`src/rtl/sm_seg_display_pkg.sv`:
```
// Shared definitions for the add/subtract result display: FSM states,
// conversion constants, segment patterns and the double-dabble step.
package sm_seg_display_pkg;

  localparam int unsigned MAG_W      = 5;
  localparam int unsigned BCD_W      = 4;
  localparam int unsigned SHIFT_W    = 2 * BCD_W + MAG_W;
  localparam int unsigned SEG_W      = 7;
  localparam int unsigned DIG_N      = 4;
  localparam int unsigned DIG_IDX_W  = 2;
  localparam int unsigned ITER_W     = 3;
  localparam int unsigned CONV_ITERS = 5;

  typedef enum logic {
    ST_IDLE = 1'b0,
    ST_CONV = 1'b1
  } state_e;

  localparam logic [BCD_W-1:0] CODE_MINUS = 4'd10;
  localparam logic [BCD_W-1:0] CODE_BLANK = 4'd15;

  // Active-high {g,f,e,d,c,b,a} patterns
  localparam logic [SEG_W-1:0] SEG_0     = 7'b0111111;
  localparam logic [SEG_W-1:0] SEG_1     = 7'b0000110;
  localparam logic [SEG_W-1:0] SEG_2     = 7'b1011011;
  localparam logic [SEG_W-1:0] SEG_3     = 7'b1001111;
  localparam logic [SEG_W-1:0] SEG_4     = 7'b1100110;
  localparam logic [SEG_W-1:0] SEG_5     = 7'b1101101;
  localparam logic [SEG_W-1:0] SEG_6     = 7'b1111101;
  localparam logic [SEG_W-1:0] SEG_7     = 7'b0000111;
  localparam logic [SEG_W-1:0] SEG_8     = 7'b1111111;
  localparam logic [SEG_W-1:0] SEG_9     = 7'b1101111;
  localparam logic [SEG_W-1:0] SEG_MINUS = 7'b1000000;
  localparam logic [SEG_W-1:0] SEG_BLANK = 7'b0000000;

  // One double-dabble iteration: adjust nibbles >=5 by +3, then shift left.
  function automatic logic [SHIFT_W-1:0] dd_step(input logic [SHIFT_W-1:0] sr);
    logic [BCD_W-1:0] tens;
    logic [BCD_W-1:0] units;
    tens  = sr[SHIFT_W-1 -: BCD_W];
    units = sr[MAG_W +: BCD_W];
    if (tens >= 4'd5)  tens  = tens + 4'd3;
    if (units >= 4'd5) units = units + 4'd3;
    return {tens, units, sr[MAG_W-1:0]} << 1;
  endfunction

endpackage

```
`src/rtl/sm_seg_display_seg7_encode.sv`:
```
// Combinational 7-segment encoder: digits 0-9, 10 = minus, 11-15 = blank.
module seg7_encode
  import sm_seg_display_pkg::*;
(
  input  logic [BCD_W-1:0] code_i,
  output logic [SEG_W-1:0] seg_c_o
);

  always_comb begin
    seg_c_o = SEG_BLANK;
    case (code_i)
      4'd0:    seg_c_o = SEG_0;
      4'd1:    seg_c_o = SEG_1;
      4'd2:    seg_c_o = SEG_2;
      4'd3:    seg_c_o = SEG_3;
      4'd4:    seg_c_o = SEG_4;
      4'd5:    seg_c_o = SEG_5;
      4'd6:    seg_c_o = SEG_6;
      4'd7:    seg_c_o = SEG_7;
      4'd8:    seg_c_o = SEG_8;
      4'd9:    seg_c_o = SEG_9;
      4'd10:   seg_c_o = SEG_MINUS;
      default: seg_c_o = SEG_BLANK;
    endcase
  end

endmodule

```
`src/rtl/sm_seg_display.sv`:
```
// Result formatter: accepts magnitude/sign, converts to BCD by iterative
// double-dabble, and scans sign/tens/units onto a 4-digit multiplexed display.
module sm_seg_display
  import sm_seg_display_pkg::*;
#(
  parameter int unsigned REFRESH_DIV    = 50000,
  parameter bit          SEG_ACTIVE_LOW = 1'b1
) (
  input  logic             clk,
  input  logic             rst,
  input  logic             in_valid,
  output logic             in_ready,
  input  logic [MAG_W-1:0] mag,
  input  logic             sign,
  output logic             done,
  output logic [SEG_W-1:0] seg,
  output logic [DIG_N-1:0] an
);

  localparam int unsigned REF_W = (REFRESH_DIV > 1) ? $clog2(REFRESH_DIV) : 1;
  localparam logic [REF_W-1:0] REF_LAST = REF_W'(REFRESH_DIV - 1);
  localparam logic [ITER_W-1:0] ITER_LAST = ITER_W'(CONV_ITERS - 1);

  state_e               state_q, state_d;
  logic [SHIFT_W-1:0]   sr_q, sr_d, sr_next;
  logic [ITER_W-1:0]    iter_q, iter_d;
  logic                 neg_q, neg_d;
  logic                 in_ready_q, in_ready_d;
  logic                 done_q, done_d;
  logic [BCD_W-1:0]     disp_tens_q, disp_tens_d;
  logic [BCD_W-1:0]     disp_units_q, disp_units_d;
  logic                 disp_neg_q, disp_neg_d;

  logic [REF_W-1:0]     ref_cnt_q;
  logic [DIG_IDX_W-1:0] dig_idx_q;
  logic [BCD_W-1:0]     code_c;
  logic [SEG_W-1:0]     seg_raw_c;
  logic [SEG_W-1:0]     seg_q;
  logic [DIG_N-1:0]     an_q;

  function automatic logic [SEG_W-1:0] polarity(input logic [SEG_W-1:0] s);
    return SEG_ACTIVE_LOW ? ~s : s;
  endfunction

  always_ff @(posedge clk) begin
    if (rst) begin
      state_q      <= ST_IDLE;
      sr_q         <= '0;
      iter_q       <= '0;
      neg_q        <= 1'b0;
      in_ready_q   <= 1'b1;
      done_q       <= 1'b0;
      disp_tens_q  <= '0;
      disp_units_q <= '0;
      disp_neg_q   <= 1'b0;
    end else begin
      state_q      <= state_d;
      sr_q         <= sr_d;
      iter_q       <= iter_d;
      neg_q        <= neg_d;
      in_ready_q   <= in_ready_d;
      done_q       <= done_d;
      disp_tens_q  <= disp_tens_d;
      disp_units_q <= disp_units_d;
      disp_neg_q   <= disp_neg_d;
    end
  end

  // Accept/convert FSM; display registers change only at the last iteration.
  always_comb begin
    state_d      = state_q;
    sr_d         = sr_q;
    iter_d       = iter_q;
    neg_d        = neg_q;
    in_ready_d   = in_ready_q;
    done_d       = 1'b0;
    disp_tens_d  = disp_tens_q;
    disp_units_d = disp_units_q;
    disp_neg_d   = disp_neg_q;
    sr_next      = dd_step(sr_q);
    case (state_q)
      ST_IDLE: begin
        if (in_valid && in_ready_q) begin
          sr_d       = {{(2 * BCD_W){1'b0}}, mag};
          neg_d      = sign && (mag != '0);
          iter_d     = '0;
          in_ready_d = 1'b0;
          state_d    = ST_CONV;
        end
      end
      ST_CONV: begin
        sr_d   = sr_next;
        iter_d = iter_q + 3'd1;
        if (iter_q == ITER_LAST) begin
          disp_tens_d  = sr_next[SHIFT_W-1 -: BCD_W];
          disp_units_d = sr_next[MAG_W +: BCD_W];
          disp_neg_d   = neg_q;
          done_d       = 1'b1;
          in_ready_d   = 1'b1;
          state_d      = ST_IDLE;
        end
      end
      default: state_d = ST_IDLE;
    endcase
  end

  // Free-running refresh timer selecting the lit digit.
  always_ff @(posedge clk) begin
    if (rst) begin
      ref_cnt_q <= '0;
      dig_idx_q <= '0;
    end else if (ref_cnt_q == REF_LAST) begin
      ref_cnt_q <= '0;
      dig_idx_q <= dig_idx_q + 2'd1;
    end else begin
      ref_cnt_q <= ref_cnt_q + REF_W'(1);
    end
  end

  always_comb begin
    code_c = CODE_BLANK;
    case (dig_idx_q)
      2'd0: code_c = disp_units_q;
      2'd1: code_c = (disp_tens_q == '0) ? CODE_BLANK : disp_tens_q;
      2'd2: code_c = disp_neg_q ? CODE_MINUS : CODE_BLANK;
      default: code_c = CODE_BLANK;
    endcase
  end

  seg7_encode u_seg7_encode (
    .code_i  (code_c),
    .seg_c_o (seg_raw_c)
  );

  always_ff @(posedge clk) begin
    if (rst) begin
      an_q  <= 4'b1110;
      seg_q <= polarity(SEG_0);
    end else begin
      an_q  <= ~(4'b0001 << dig_idx_q);
      seg_q <= polarity(seg_raw_c);
    end
  end

  assign in_ready = in_ready_q;
  assign done     = done_q;
  assign seg      = seg_q;
  assign an       = an_q;

endmodule

```
`config.mk`:
```
export PLATFORM = sky130hd
export DESIGN_NAME = sm_seg_display
export DESIGN_NICKNAME = d
export VERILOG_FILES = /design/src/rtl/sm_seg_display_pkg.sv /design/src/rtl/sm_seg_display_seg7_encode.sv /design/src/rtl/sm_seg_display.sv
export SDC_FILE = /design/constraint.sdc
export NUM_CORES = 1
export LEC_CHECK = 0
export BUFFER_PORTS_ARGS = -buffer_cell sky130_fd_sc_hd__buf_2
export CAP_MARGIN = 20
export CELL_PAD_IN_SITES_DETAIL_PLACEMENT = 1
export CELL_PAD_IN_SITES_GLOBAL_PLACEMENT = 2
export CORE_MARGIN = 3
export CORE_UTILIZATION = 29
export CTS_CLUSTER_SIZE = 14
export DETAILED_ROUTE_END_ITERATION = 8
export GPL_TIMING_DRIVEN = 1
export PLACE_DENSITY = 0.69
export SETUP_SLACK_MARGIN = 0.3
export SLEW_MARGIN = 30
export SYNTH_ARGS = -nofsm -noshare
export SYNTH_HDL_FRONTEND = slang
export SYNTH_SLANG_ARGS = --single-unit
```
`constraint.sdc`:
```
create_clock -name clk -period 5.8 [get_ports clk]
set_input_delay 0.58 -clock clk [delete_from_list [all_inputs] [get_ports clk]]
set_output_delay 0.58 -clock clk [all_outputs]
set_load 0.05 [all_outputs]
```
=== After elaboration in Yosys (flattened, before gate mapping) ===
Memory sizes are Yosys's and may differ from the RTL's.
Index checks and enable logic that the tools add are counted.

* Add/sub/neg operators: 5
* $lt $le $gt $ge: 2
* Eq/ne operators: 6
* Shift operators: 1
* Multiplexer cells: 16
* Bitwise gates (word level): 3
* Reduce and logical (&&, ||, !) cells: 10

{| class="wikitable"
|+ Operators by type and width
! kind !! count
|-
| 13-bit case mux with 2 select lines || 1
|-
| 16-bit by 1-bit adder with 16-bit output (second input constant) || 1
|-
| 16-bit equality test (second input constant) || 1
|-
| 13-bit 2-to-1 mux || 1
|-
| 4-bit case mux with 3 select lines || 1
|-
| 3-bit 2-to-1 mux || 3
|-
| 4-bit by 3-bit >= comparator with 1-bit output (second input constant) || 2
|-
| 4-bit 2-to-1 mux || 2
|-
| 7-bit NOT || 1
|-
| 3-bit case mux with 2 select lines || 1
|-
| 2-bit AND reduction || 3
|-
| 1-bit 2-to-1 mux || 5
|-
| 5-bit nonzero test || 1
|-
| 4-bit by 2-bit adder with 4-bit output (second input constant) || 1
|-
| 4-bit logical NOT || 1
|-
| 4-bit NOT || 1
|-
| 1-bit case mux with 2 select lines || 2
|-
| 2-bit OR reduction || 2
|-
| 1-bit by 2-bit left shift with 4-bit output (first input constant) || 1
|-
| 3-bit by 1-bit adder with 3-bit output (second input constant) || 1
|-
| 3-bit by 2-bit adder with 3-bit output (second input constant) || 1
|-
| 3-bit equality test (second input constant) || 1
|-
| 2-bit by 1-bit adder with 2-bit output (second input constant) || 1
|-
| 2-bit by 1-bit equality test with 1-bit output (second input constant) || 1
|-
| 6 further kinds || 7
|}

* Register bits after elaboration: 58
* ROM bits: 112
* Input bits: 9
* Output and inout port bits: 13
* Logic and storage cells: 57
* Memories kept: 1

{| class="wikitable"
|+ Memories
! memory !! depth !! width !! rd ports !! clocked after memory_dff !! wr ports !! RTL line !! text
|-
| (no name shown) || 16 || 7 || 1 || 0 || 0 || sm_seg_display_seg7_encode.sv:11 || <nowiki>case (code_i)</nowiki>
|}

=== Longest topological paths before layout ===
Gate-level depths: netlist of run 1.
An unclocked memory read counts as a cell.

* Depth in word-level cells: 5
* Mapped depth: 9
* Mapped depth without buffers: 9

=== By module ===
From an unflattened synthesis of run 1, not the netlist that was laid out.

* Cells, all modules: 303
* Area, all modules: 2,687.6 um2

{| class="wikitable"
|+ By module, submodules not included
! module !! times used !! cells an instance !! area each (um2) !! seq. area each (um2)
|-
| sm_seg_display || 1 || 276 || 2,486.1 || 1,161.1
|-
| seg7_encode || 1 || 27 || 201.4 || 0.0
|}

=== Least setup slack after synthesis of run 1 ===
Ideal clock, no wire load.

* Kind: register to register
* From: register dig_idx_q[0]
* To: register seg_q[5] (netlist: seg[5])
* Setup time: 0.123 ns
* Data arrival time: 1.748 ns
* Required time: 5.677 ns
* Slack: 3.929 ns
* Cell stages (with the launch flop): 10
* Buffers on the path: 0
* Cells stage by stage: dfxtp_1 inv_1 ha_1 a22o_1 a21oi_1 and2_1 inv_1 ha_1 nor3_1 a211oi_1

* Word-level cells in the longest chain between the ends: 4

{| class="wikitable"
|+ Ends and longest elaborated chain
! element !! RTL line !! text
|-
| start, declared || sm_seg_display.sv:35 || <nowiki>logic [DIG_IDX_W-1:0] dig_idx_q;</nowiki>
|-
| start signal, assigned || sm_seg_display.sv:114 || <nowiki>dig_idx_q <= dig_idx_q + 2'd1;</nowiki>
|-
| 2-bit equality test, or another cell as far along || sm_seg_display.sv:122 || <nowiki>case (dig_idx_q)</nowiki>
|-
| 4-bit case mux with 3 select lines * || sm_seg_display.sv:122 ||
|-
| memory read 16 x 7 bit * || n/a ||
|-
| 7-bit NOT * || sm_seg_display.sv:42 || <nowiki>return SEG_ACTIVE_LOW ? ~s : s;</nowiki>
|-
| end signal, assigned || sm_seg_display.sv:138 || <nowiki>seg_q <= polarity(SEG_0);</nowiki>
|-
| end signal, assigned || sm_seg_display.sv:141 || <nowiki>seg_q <= polarity(seg_raw_c);</nowiki>
|-
| end, declared || sm_seg_display.sv:38 || <nowiki>logic [SEG_W-1:0] seg_q;</nowiki>
|}

Every way passes the cells marked *; elsewhere a longest branch is shown, timed or not.
A chain may end at the register's enable or synchronous reset.

=== Worst setup path after layout of run 1 ===
* From: register dig_idx_q[0]
* To: register seg_q[0] (netlist: seg[0])

The elaborated chain is that of the path after synthesis.

==> results of run 1 <==
cell families after synthesis:
kind of cell | synth area share [%]
adder cells (fa/ha/maj) | 7.798
buffers and inverters | 5.046
flip-flops | 42.57
XOR/XNOR | 6.101
AND/OR/NAND/NOR | 23.17
multiplexers | 3.211
AO/OA/AOI/OAI | 12.11
state kept, by name (all words and copies together) (netlist names):
signal and cells:
in_ready 1, done 1, iter_q 3, disp_tens_q 4, ref_cnt_q 16, disp_neg_q 1, disp_units_q 4, sr_q 13
dig_idx_q 2, seg 7, state_q 1, neg_q 1, an 4
where the power goes:
group	total [mW]	internal, mW	switching, mW
Clock	0.343	0.185	0.159
Combinational	0.0340	0.0119	0.0222
Sequential	0.416	0.405	0.0110
Total	0.794	0.602	0.192
worst max-delay path by stage:
| stage | end | depth (start not counted) |
|---|---|---|
| floorplan | seg[5] | 9 |
| detailed placement | seg[0] | 9 |
| global route | seg[0] | 9 |
| finish | seg[0] | 9 |
| global placement | disp_tens_q[3] | 2 |
| CTS | seg[0] | 9 |
cells in the mapped netlist, drive strengths merged:
cell,instances,area [um2]
nand2b,6,37.54
a22o,9,80.08
a21oi,28,140.1
nand4,3,18.77
and3,4,35.03
nor2b,1,6.260
nand4b,1,8.760
or2,1,6.260
buf,5,38.78
nor3b,1,7.510
nor4,1,21.27
or4,1,7.510
dfxtp,58,1161
and4,1,8.760
clkbuf,9,53.81
o21ai,4,20.02
mux2,3,37.53
a21o,2,16.27
o31ai,1,7.510
xor2,9,78.83
nand3,14,80.08
a211oi,3,22.52
mux2i,5,50.05
or3,1,6.260
nor3,6,30.03
a221oi,1,15.01
nor2,55,206.5
inv,12,45.04
nor4b,3,26.28
xnor2,10,87.58
and2,1,6.260
a22oi,3,22.52
a31oi,1,6.260
nand2,31,118.9
ha,17,212.7
worst max-delay path: stages (launching register included):
cell	delay, ns
dfxtp_1	0.43
inv_1	0.10
ha_1	0.27
a22o_1	0.24
a21oi_1	0.16
and2_1	0.23
inv_1	0.08
ha_1	0.21
mux2i_1	0.16
a211oi_1	0.10
layout make-up:
cell class                      count  area share [%]
Timing Repair Buffer               21           3.441
Sequential cell                    58           38.06
Clock buffer                       12           5.408
Clock inverter                      2          0.4097
Inverter                           12           1.475
Tap cell                          108           4.424
Multi-Input combinational cell    227           46.78
metrics by stage:
step	std cells	setup WS (ns)	utilization, %
final	440	3.683	34.19
after global routing	440	3.443	34.19
after CTS	440	3.654	34.19
after detailed placement	426	3.665	32.20
after global placement	426	3.637	32.18
after floorplan	311	3.929	-
per-layer routing:
layer | GRT usage, % | vias up | wire, um
met5 | 0 | - | 0
met4 | 5.279 | 0 | 85
met3 | 4.060 | 7 | 216
met2 | 17.96 | 31 | 2400
met1 | 15.93 | 952 | 2873
li1 | - | 1085 | -
==> results.md, run 1 <==
* Status: complete, no violations
* Final Cycle Share at a little over a third
* Number of library cell types mapped by synthesis at 46
* RSZ-0062 raised after global routing: false
* Sequential area share after synthesis at approximately 43%
* Nets at 355
* GR Overflow Total at 0
* I/O pin cnt at 22
* CTS max path bufs at 2
* Startpoint Class: flip-flop
* Fmax at 0.4725 GHz
* Worst vdd ir at around 0.000091 V
* Commonest non-fill, non-tap cell in the layout: dfxtp_1
* Max transition margin at 40.67%
* P&R area growth vs syn at 11.97%
* Clock insertion delay at the later pin of the skew report at approximately 0.34 ns
* Clock tree from TritonCTS: yes
* Vias in the first global route at 2140
* Max-cap violations at 0
* WHS at roughly 0.46 ns
* Final TNS setup at 0 ns
* Full die area at 10600 um2
* Placed instance area at about 2900 um2
* Hold_buf cts at 0
* First-pass GRT wire length at 9998 um
* DR WL/cell at about 13 um
* Overall Global Routing Usage at 12.09%
* Clock sink count at 58
* Setup crit start: dig_idx_q[0]
* Max-slew violation count at 0
* Via-per-instance ratio at 4.716
* Least-Margin Pin Slew at 0.8858 ns
* Core Rows at 34
* Setup crit end kind: flip-flop
* Initial core utilization at 30.53%
* Final setup fails at 0
* Port bufs at 21
* Worst r2r path cells at 9
* Required time worst endpoint at around 6 ns
* P per Cell Area at 259.9 nW/um2
* Seq cells post-synth at 58
* Clock Tree Root: clkbuf_8
* Initial DRC Count at 44
* DP HPWL at 3891 um
* Yosys warns at 0
* Worst-path clk slew at 0.06 ns
* Minimum clock period at 2.117 ns
* ANT nets after route at 0
* Initial antenna violation count at 0
* H-Tree Depth at 3
* R2r startpoint: dig_idx_q[0]
* Final hold violations at 0
* Via Count at 2075
* R2R Setup Slk at 3.68 ns
* Pwr Total at between 700 and 800 uW
* TritonRoute pass-1 iters at 4
* Post-synth net total at 337
* Final WL at 5575 um
* Clock Skews at 0.01205 ns
* Die width at 103.0 um
* Hold Path Stages at 1
* Final Cell Area at 3054 um2
* Hold endpoint: ref_cnt_q[0]
* Worst Path Arrival at 2.31 ns
* Core area at 8934 um2
* Mapped Cells at 311
* Drt drc at 0
* Lkg Pwr at 1.219 nW
* DIE HEIGHT at 103.0 um
* Worst hold path type: reg -> reg
* Post-CTS Resized at 0
* Diodes inserted at 0
* Ratio of cells with drive above 1 in the final layout at ~15%
* Clock buffer count from CTS at 9
* R2R Path End: seg[0]
* Footprint of the multi-input gates at 1429 um2
* Mean Syn Cell Area at 8.770 um2
* Crit-path max FO at 5
* Critical path class: reg -> reg
* Synth Cell Area at approximately 2700 um2
* Hold Path Origin: ref_cnt_q[0]
* Fill cells at 1084
* Post-CTS Setup Inserts at 0
* Most frequent cells in the layout: dfxtp_1, nor2_1, nand2_1
* GPL Wtd Cong at 0.7054
* FF/Latch Area at 1162 um2
* Largest net degree at the start of global routing at 37
No activity file was read; power rests on OpenSTA's default activity.
==> run 2: changes to the inputs <==
--- a/config.mk
+++ b/config.mk
@@ -5,6 +5,7 @@
 export SDC_FILE = /design/constraint.sdc
 export NUM_CORES = 1
 export LEC_CHECK = 0
+export ABC_AREA = 1
 export BUFFER_PORTS_ARGS = -buffer_cell sky130_fd_sc_hd__buf_2
 export CAP_MARGIN = 20
 export CELL_PAD_IN_SITES_DETAIL_PLACEMENT = 1
@@ -14,7 +15,7 @@
 export CTS_CLUSTER_SIZE = 14
 export DETAILED_ROUTE_END_ITERATION = 8
 export GPL_TIMING_DRIVEN = 1
-export PLACE_DENSITY = 0.69
+export PLACE_DENSITY = 0.75
 export SETUP_SLACK_MARGIN = 0.3
 export SLEW_MARGIN = 30
 export SYNTH_ARGS = -nofsm -noshare
==> constraint.sdc (replaced) <==
create_clock -name clk -period 1.9 [get_ports clk]
set_input_delay 0.19 -clock clk [delete_from_list [all_inputs] [get_ports clk]]
set_output_delay 0.19 -clock clk [all_outputs]
set_load 0.05 [all_outputs]
==> results.md, run 2 <==
* P&R area growth vs syn at 24.68%
* Least-Margin Pin Slew at 0.4849 ns
* Initial DRC Count at 33
* Final hold violations at 0
* Status: complete, no violations
* Final WL at between 6000 and 7000 um
* P per Cell Area at 733.9 nW/um2
* Via-per-instance ratio at between 4 and 5
* Max transition margin at 67.64%
* Via Count at 2399
* ANT nets after route at 0
* DP HPWL at 4673 um
* Max reg flops at 16
* Mapped Cells at 369
* Clock sink count at 58
* Asr flop ratio synth at 0%
* Final setup fails at 0
* WHS at 0.1139 ns
* Dpl ws at 0.09190 ns
* Nets at 434
* Overall Global Routing Usage at 13.78%
* Max stage delay cell, worst path: dfxtp_4
* Vias in the first global route at around 2400
* Worst-path clk slew at 0.07 ns
* Final TNS setup at 0 ns
* RSZ-0062 raised after global routing: true
* Largest net degree at the start of global routing at 17
* DR WL/cell at 12.45 um
* Utilization of the core after routing at 38.24%
* Pwr Total at 2.519 mW
* H-Tree Depth at 3
* Ratio of cells with drive above 1 in the final layout at 21.31%
* Synth top area share at 42.18%
* Setup crit end kind: flip-flop
* Initial core utilization at 30.67%
* Worst setup margin at about 0.26 ns
* TritonRoute pass-1 iters at 4
* Final Cycle Share at between 80% and 90%
* Leading area contributor after synthesis: dfxtp_1
* Top Layer Used: met4
* Initial antenna violation count at 0
* Clock Tree Root: clkbuf_8
* Clock tree from TritonCTS: yes
* Worst Path Arrival at 1.90 ns
* Post-synth EDFFs at 0
* Routed met3 length at 259 um
* DIE HEIGHT at 103.4 um
* Minimum clock period at between 1.5 and 2 ns
* First-pass GRT wire length at roughly 11000 um
* GR Overflow Total at 0
* CP Cell Sequence: buf_4 > ha_4 > nand2_1 > nand3_1 > ha_1 > inv_1 > nand2_1 > nand3_1 > a21oi_1
* Clock Skews at 0.007266 ns
* Seq cells post-synth at 58
* Synth Cell Area at 2753 um2
* Lkg Pwr at between 1 and 1.5 nW
* Full die area at 10700 um2
* Die width at 103.4 um
* Top reg by flops: ref_cnt_q
* Startpoint Class: flip-flop
* Cell with the most instances after synthesis: nand2_1
* I/O pin cnt at 22
* Met1 WL at 3191 um
* Worst hold path type: in -> reg
* Post-synth net total at 395
* Max-slew violation count at 0
* Final Cell Area at 3432 um2
* Port bufs at 21
* Post-synth top flop: dfxtp_1
* Sequential area share after synthesis at around 42%
* Mean Syn Cell Area at 7.460 um2
* Diodes inserted at 0
* Clock buffer count from CTS at 9
* Commonest non-fill, non-tap cell in the layout: nand2_1
* Required time worst endpoint at 2.16 ns
* Placed instance area at approximately 3000 um2
* GPL Wtd Cong at 0.7859
* Critical path class: reg -> reg
* Most frequent cells in the layout: nand2_1, dfxtp_1, inv_1
* Top post-synthesis cells by count: nand2_1, dfxtp_1, inv_1
* Largest cells by area after synthesis: dfxtp_1, nand2_1, ha_1
* Crit-path max cell delay at 0.37 ns
* Placed cells at around 510
* Fmax at 0.6099 GHz
* Hold Path Stages at 3
* Core area at 8976 um2
* Number of library cell types mapped by synthesis at 32
* Hold_buf cts at 0
* Drt drc at 0
* Worst vdd ir at roughly 0.00032 V
* Max-cap violations at 0
* Core Rows at 34
* CTS max path bufs at 2
* Post-route insts no fill at 539
* Yosys warns at 0
* Clock insertion delay at the later pin of the skew report at about 0.33 ns
* Crit-path max FO at 5
* Worst r2r path cells at 9
* Routed wl met2 at 3185 um
==> run 2: cell types whose count changed after synthesis, moves of 4 or more <==
cell and change:
a22o_1 -6, clkbuf_1 -4, inv_1 +41, mux2i_1 -5
nand2_1 +74, nand2b_1 -6, nand3_1 +7, nor2_1 -28
o21ai_0 +10, xnor2_1 -9
==> run 2: worst max-delay path: cells and delay by family (launching register included) <==
family	cells	cell delay [ns]
AO/OA/AOI/OAI	1	0.12
adder cells (fa/ha/maj)	2	0.50
flip-flops	1	0.37
buffers and inverters	2	0.19
AND/OR/NAND/NOR	4	0.41
==> run 2: layout make-up <==
class,count,area (um2)
clock buffer,14,162.7
clock inverter,2,35.03
fill,1113,5544
inverter,52,200.2
multi-input combinational,252,1494
sequential,58,1169
tap,126,157.7
timing repair buffer,35,214.0
==> run 2: routing by layer <==
layer | vias to the layer above | global-route usage (%)
li1 | 1244 | -
met3 | 6 | 4.896
met2 | 34 | 22.35
met1 | 1115 | 17.18
met5 | - | 0
met4 | 0 | 4.183
==> run 2: worst paths after layout <==
path	start	endpoint	slack [ns]
max	dig_idx_q[0]	seg[3]	0.26
max reg2reg	dig_idx_q[0]	seg[3]	0.26
min reg2reg	disp_units_q[0]	disp_units_q[0]	0.46
min	mag[0]	sr_q[0]	0.11
==> run 2: cells by family after synthesis <==
kind of cell               count (synthesis)  share of synthesized area, %
and+or+nand+nor                          172                         27.55
buffers and inverters                     60                         8.863
DFF                                       58                         42.18
AOI/OAI and AO/OA                         53                         10.82
adders and majority gates                 17                         7.727
xor gates and xnor gates                   9                         2.864
==> run 2: power by group <==
| group | leakage [nW] | internal [mW] | switching (mW) |
|---|---|---|---|
| sequential | 0.471 | 1.23 | 0.0187 |
| clock | 0.101 | 0.677 | 0.468 |
| combinational | 0.835 | 0.0369 | 0.0826 |
==> run 2: repair_timing <==
action / 4_1_cts / 5_1_grt
resized for setup: 21 / 20
pin swaps: 3 / 8
gates cloned: 0 / 1
setup buffers: 7 / 3
endpoints found under the setup margin: 7 / 28
==> run 3: changes to the inputs <==
--- a/config.mk
+++ b/config.mk
@@ -6,18 +6,18 @@
 export NUM_CORES = 1
 export LEC_CHECK = 0
 export ABC_AREA = 1
+export ABC_CLOCK_PERIOD_IN_PS = 1900
 export BUFFER_PORTS_ARGS = -buffer_cell sky130_fd_sc_hd__buf_2
 export CAP_MARGIN = 20
-export CELL_PAD_IN_SITES_DETAIL_PLACEMENT = 1
-export CELL_PAD_IN_SITES_GLOBAL_PLACEMENT = 2
 export CORE_MARGIN = 3
 export CORE_UTILIZATION = 29
 export CTS_CLUSTER_SIZE = 14
 export DETAILED_ROUTE_END_ITERATION = 8
 export GPL_TIMING_DRIVEN = 1
-export PLACE_DENSITY = 0.75
+export PLACE_DENSITY = 0.5
 export SETUP_SLACK_MARGIN = 0.3
 export SLEW_MARGIN = 30
 export SYNTH_ARGS = -nofsm -noshare
 export SYNTH_HDL_FRONTEND = slang
+export SYNTH_HIERARCHICAL = 1
 export SYNTH_SLANG_ARGS = --single-unit
==> results.md, run 3 <==
* Status: complete, no violations
* P per Cell Area at 712.0 nW/um2
* Most frequent cells in the layout: nand2_1, dfxtp_1, nor2_1
* Max transition margin at roughly 75%
* TritonRoute pass-1 iters at 4
* Startpoint Class: flip-flop
* Die width at between 100 and 150 um
* Sequential area share after synthesis at 42.16%
* Nets at 443
* Dpl ws at approximately 0.14 ns
* Worst hold path type: in -> reg
* Crit-path max FO at 5
* Number of library cell types mapped by synthesis at 28
* Internal at 1.854 mW
* Critical path class: reg -> reg
* Core Rows at 34
* Final Cell Area at 3402 um2
* Lkg Pwr at 1.370 nW
* Top post-synthesis cells by count: nand2_1, dfxtp_1, nor2_1
* Post-synth EDFFs at 0
* Synth top area share at 42.16%
* Clock power share at 43.2%
* Port bufs at 21
* Pwr Total at 2.422 mW
* H-Tree Depth at 3
* Placed instance area at 3025 um2
* Largest cells by area after synthesis: dfxtp_1, nand2_1, ha_1
* Commonest non-fill, non-tap cell in the layout: nand2_1
* Largest net degree at the start of global routing at 24
* Post-synth net total at about 410
* Clock insertion delay at the later pin of the skew report at 0.33 ns
* Overall Global Routing Usage at about an eighth
* Clock sink count at 58
* Clock Tree Root: clkbuf_8
* Switching Fraction at 23.48%
* Mean Syn Cell Area at 7.285 um2
* Sw power at 568.7 uW
* CTS max path bufs at 2
* Via-per-instance ratio at 4.331
* Initial core utilization at 30.68%
* Seq cells post-synth at 58
* P&R area growth vs syn at 23.53%
* Vias in the first global route at 2163
* Worst Path Arrival at 1.78 ns
* Asr flop ratio synth at 0%
* Fmax at 0.6320 GHz
* Max reg flops at 16
* Max-slew violation count at 0
* ANT nets after route at 0
* Minimum clock period at 1.582 ns
* Sequential Power Share at 51.8%
* Leading area contributor after synthesis: dfxtp_1
* GPL Wtd Cong at between 0.7 and 0.8
* Clock buffer count from CTS at 9
* Required time worst endpoint at around 2.1 ns
* Via Count at around 2400
* WHS at between 0.1 and 0.15 ns
* Initial DRC Count at 78
* Core area at about 9000 um2
* GR Overflow Total at 0
* I/O pin cnt at 22
* Clock Skews at roughly 0.012 ns
* Final Cycle Share at a little over four fifths
* Least-Margin Pin Slew at 0.3805 ns
* Fill cells at 952
* Synth Cell Area at 2754 um2
* Initial antenna violation count at 0
* DP HPWL at between 4000 and 5000 um
* Clock tree from TritonCTS: yes
* Comb power frac at under 10%
* Diodes inserted at 0
* Final WL at approximately 5800 um
* Full die area at between 10000 and 15000 um2
* RSZ-0062 raised after global routing: true
* Mapped Cells at 378
* Final TNS setup at 0 ns
* Final hold violations at 0
* Worst setup margin at 0.3178 ns
* DIE HEIGHT at 103.5 um
* DR WL/cell at roughly 11 um
* Setup crit end kind: flip-flop
* Post-synth top flop: dfxtp_1
* Max-cap violations at 0
* Ratio of cells with drive above 1 in the final layout at 21.38%
* Worst-path clk slew at 0.07 ns
* Worst vdd ir at 0.0002391 V
* First-pass GRT wire length at ~9900 um
* Top reg by flops: ref_cnt_q
* Cell with the most instances after synthesis: nand2_1
* Yosys warns at 6
* Drt drc at 0
* Final setup fails at 0
run 3: power groups by stage:
| stage | clock, mW | sequential (mW) | combinational [mW] |
|---|---|---|---|
| after floorplan | 0 | 1.28 | 0.0795 |
| after global placement | 0 | 1.28 | 0.124 |
| after detailed placement | 0 | 1.28 | 0.124 |
| after CTS | 1.09 | 1.25 | 0.124 |
| after global routing | 1.15 | 1.26 | 0.139 |
| final | 1.05 | 1.25 | 0.122 |
run 3: through the flow:
stage / util [%] / cells
3_5_place_dp: 33.71 / 523
4_1_cts: 36.48 / 544
3_3_place_gp: 33.71 / 523
2_1_floorplan: - / 378
6_report: 37.90 / 547
5_1_grt: 37.90 / 547
run 3: final timing paths:
kind | cells past startpoint | slack (ns) | startpoint | endpoint
hold reg to reg | 2 | 0.46 | sr_q[0] | sr_q[0]
hold / removal | 3 | 0.13 | mag[0] | sr_q[0]
setup / recovery | 11 | 0.32 | dig_idx_q[0] | seg[6]
setup reg to reg | 11 | 0.32 | dig_idx_q[0] | seg[6]
run 3: cells by family after synthesis:
| logic type | share of synthesized area [%] |
|---|---|
| AND/OR/NAND/NOR | 32.39 |
| XOR/XNOR | 2.544 |
| AO/OA/AOI/OAI | 7.587 |
| adder cells (fa/ha/maj) | 8.178 |
| flip-flops | 42.16 |
| buffers and inverters | 7.133 |
run 3: cell type report:
class | instances | area, um2 | area share, %
sequential | 58 | 1170 | 34.39
multi-input combinational | 271 | 1523 | 44.76
tap | 126 | 157.7 | 4.634
clock inverter | 2 | 10.01 | 0.2942
inverter | 42 | 162.7 | 4.781
timing repair buffer | 34 | 206.4 | 6.068
clock buffer | 14 | 172.7 | 5.075
run 3: repair_timing:
item                                    CTS  global route
resized for setup                         9            26
buffers inserted                          5             3
pin swaps                                 4            12
hold buffers                              0             0
endpoints found under the setup margin    5             7
run 3: layer usage:
metal  part of all wire (%)  vias to the layer above  wire, um  GRT usage [%]
li1                       -                     1280         -              -
met1                     51                     1047      2943          15.82
met2                     44                       31      2549          17.84
met3                    2.7                       11       154          2.414
met4                    2.0                        0       113          5.876
met5                      0                        -         0              0
run 3: worst max-delay path: stages (launching register included):
cell,delay [ns]
dfxtp_4,0.38
inv_4,0.06
ha_4,0.18
a21oi_4,0.20
nand3_4,0.13
ha_2,0.20
inv_1,0.06
nand2_1,0.06
nand2_1,0.06
nand2_1,0.04
nand2_1,0.05
nand2_1,0.05
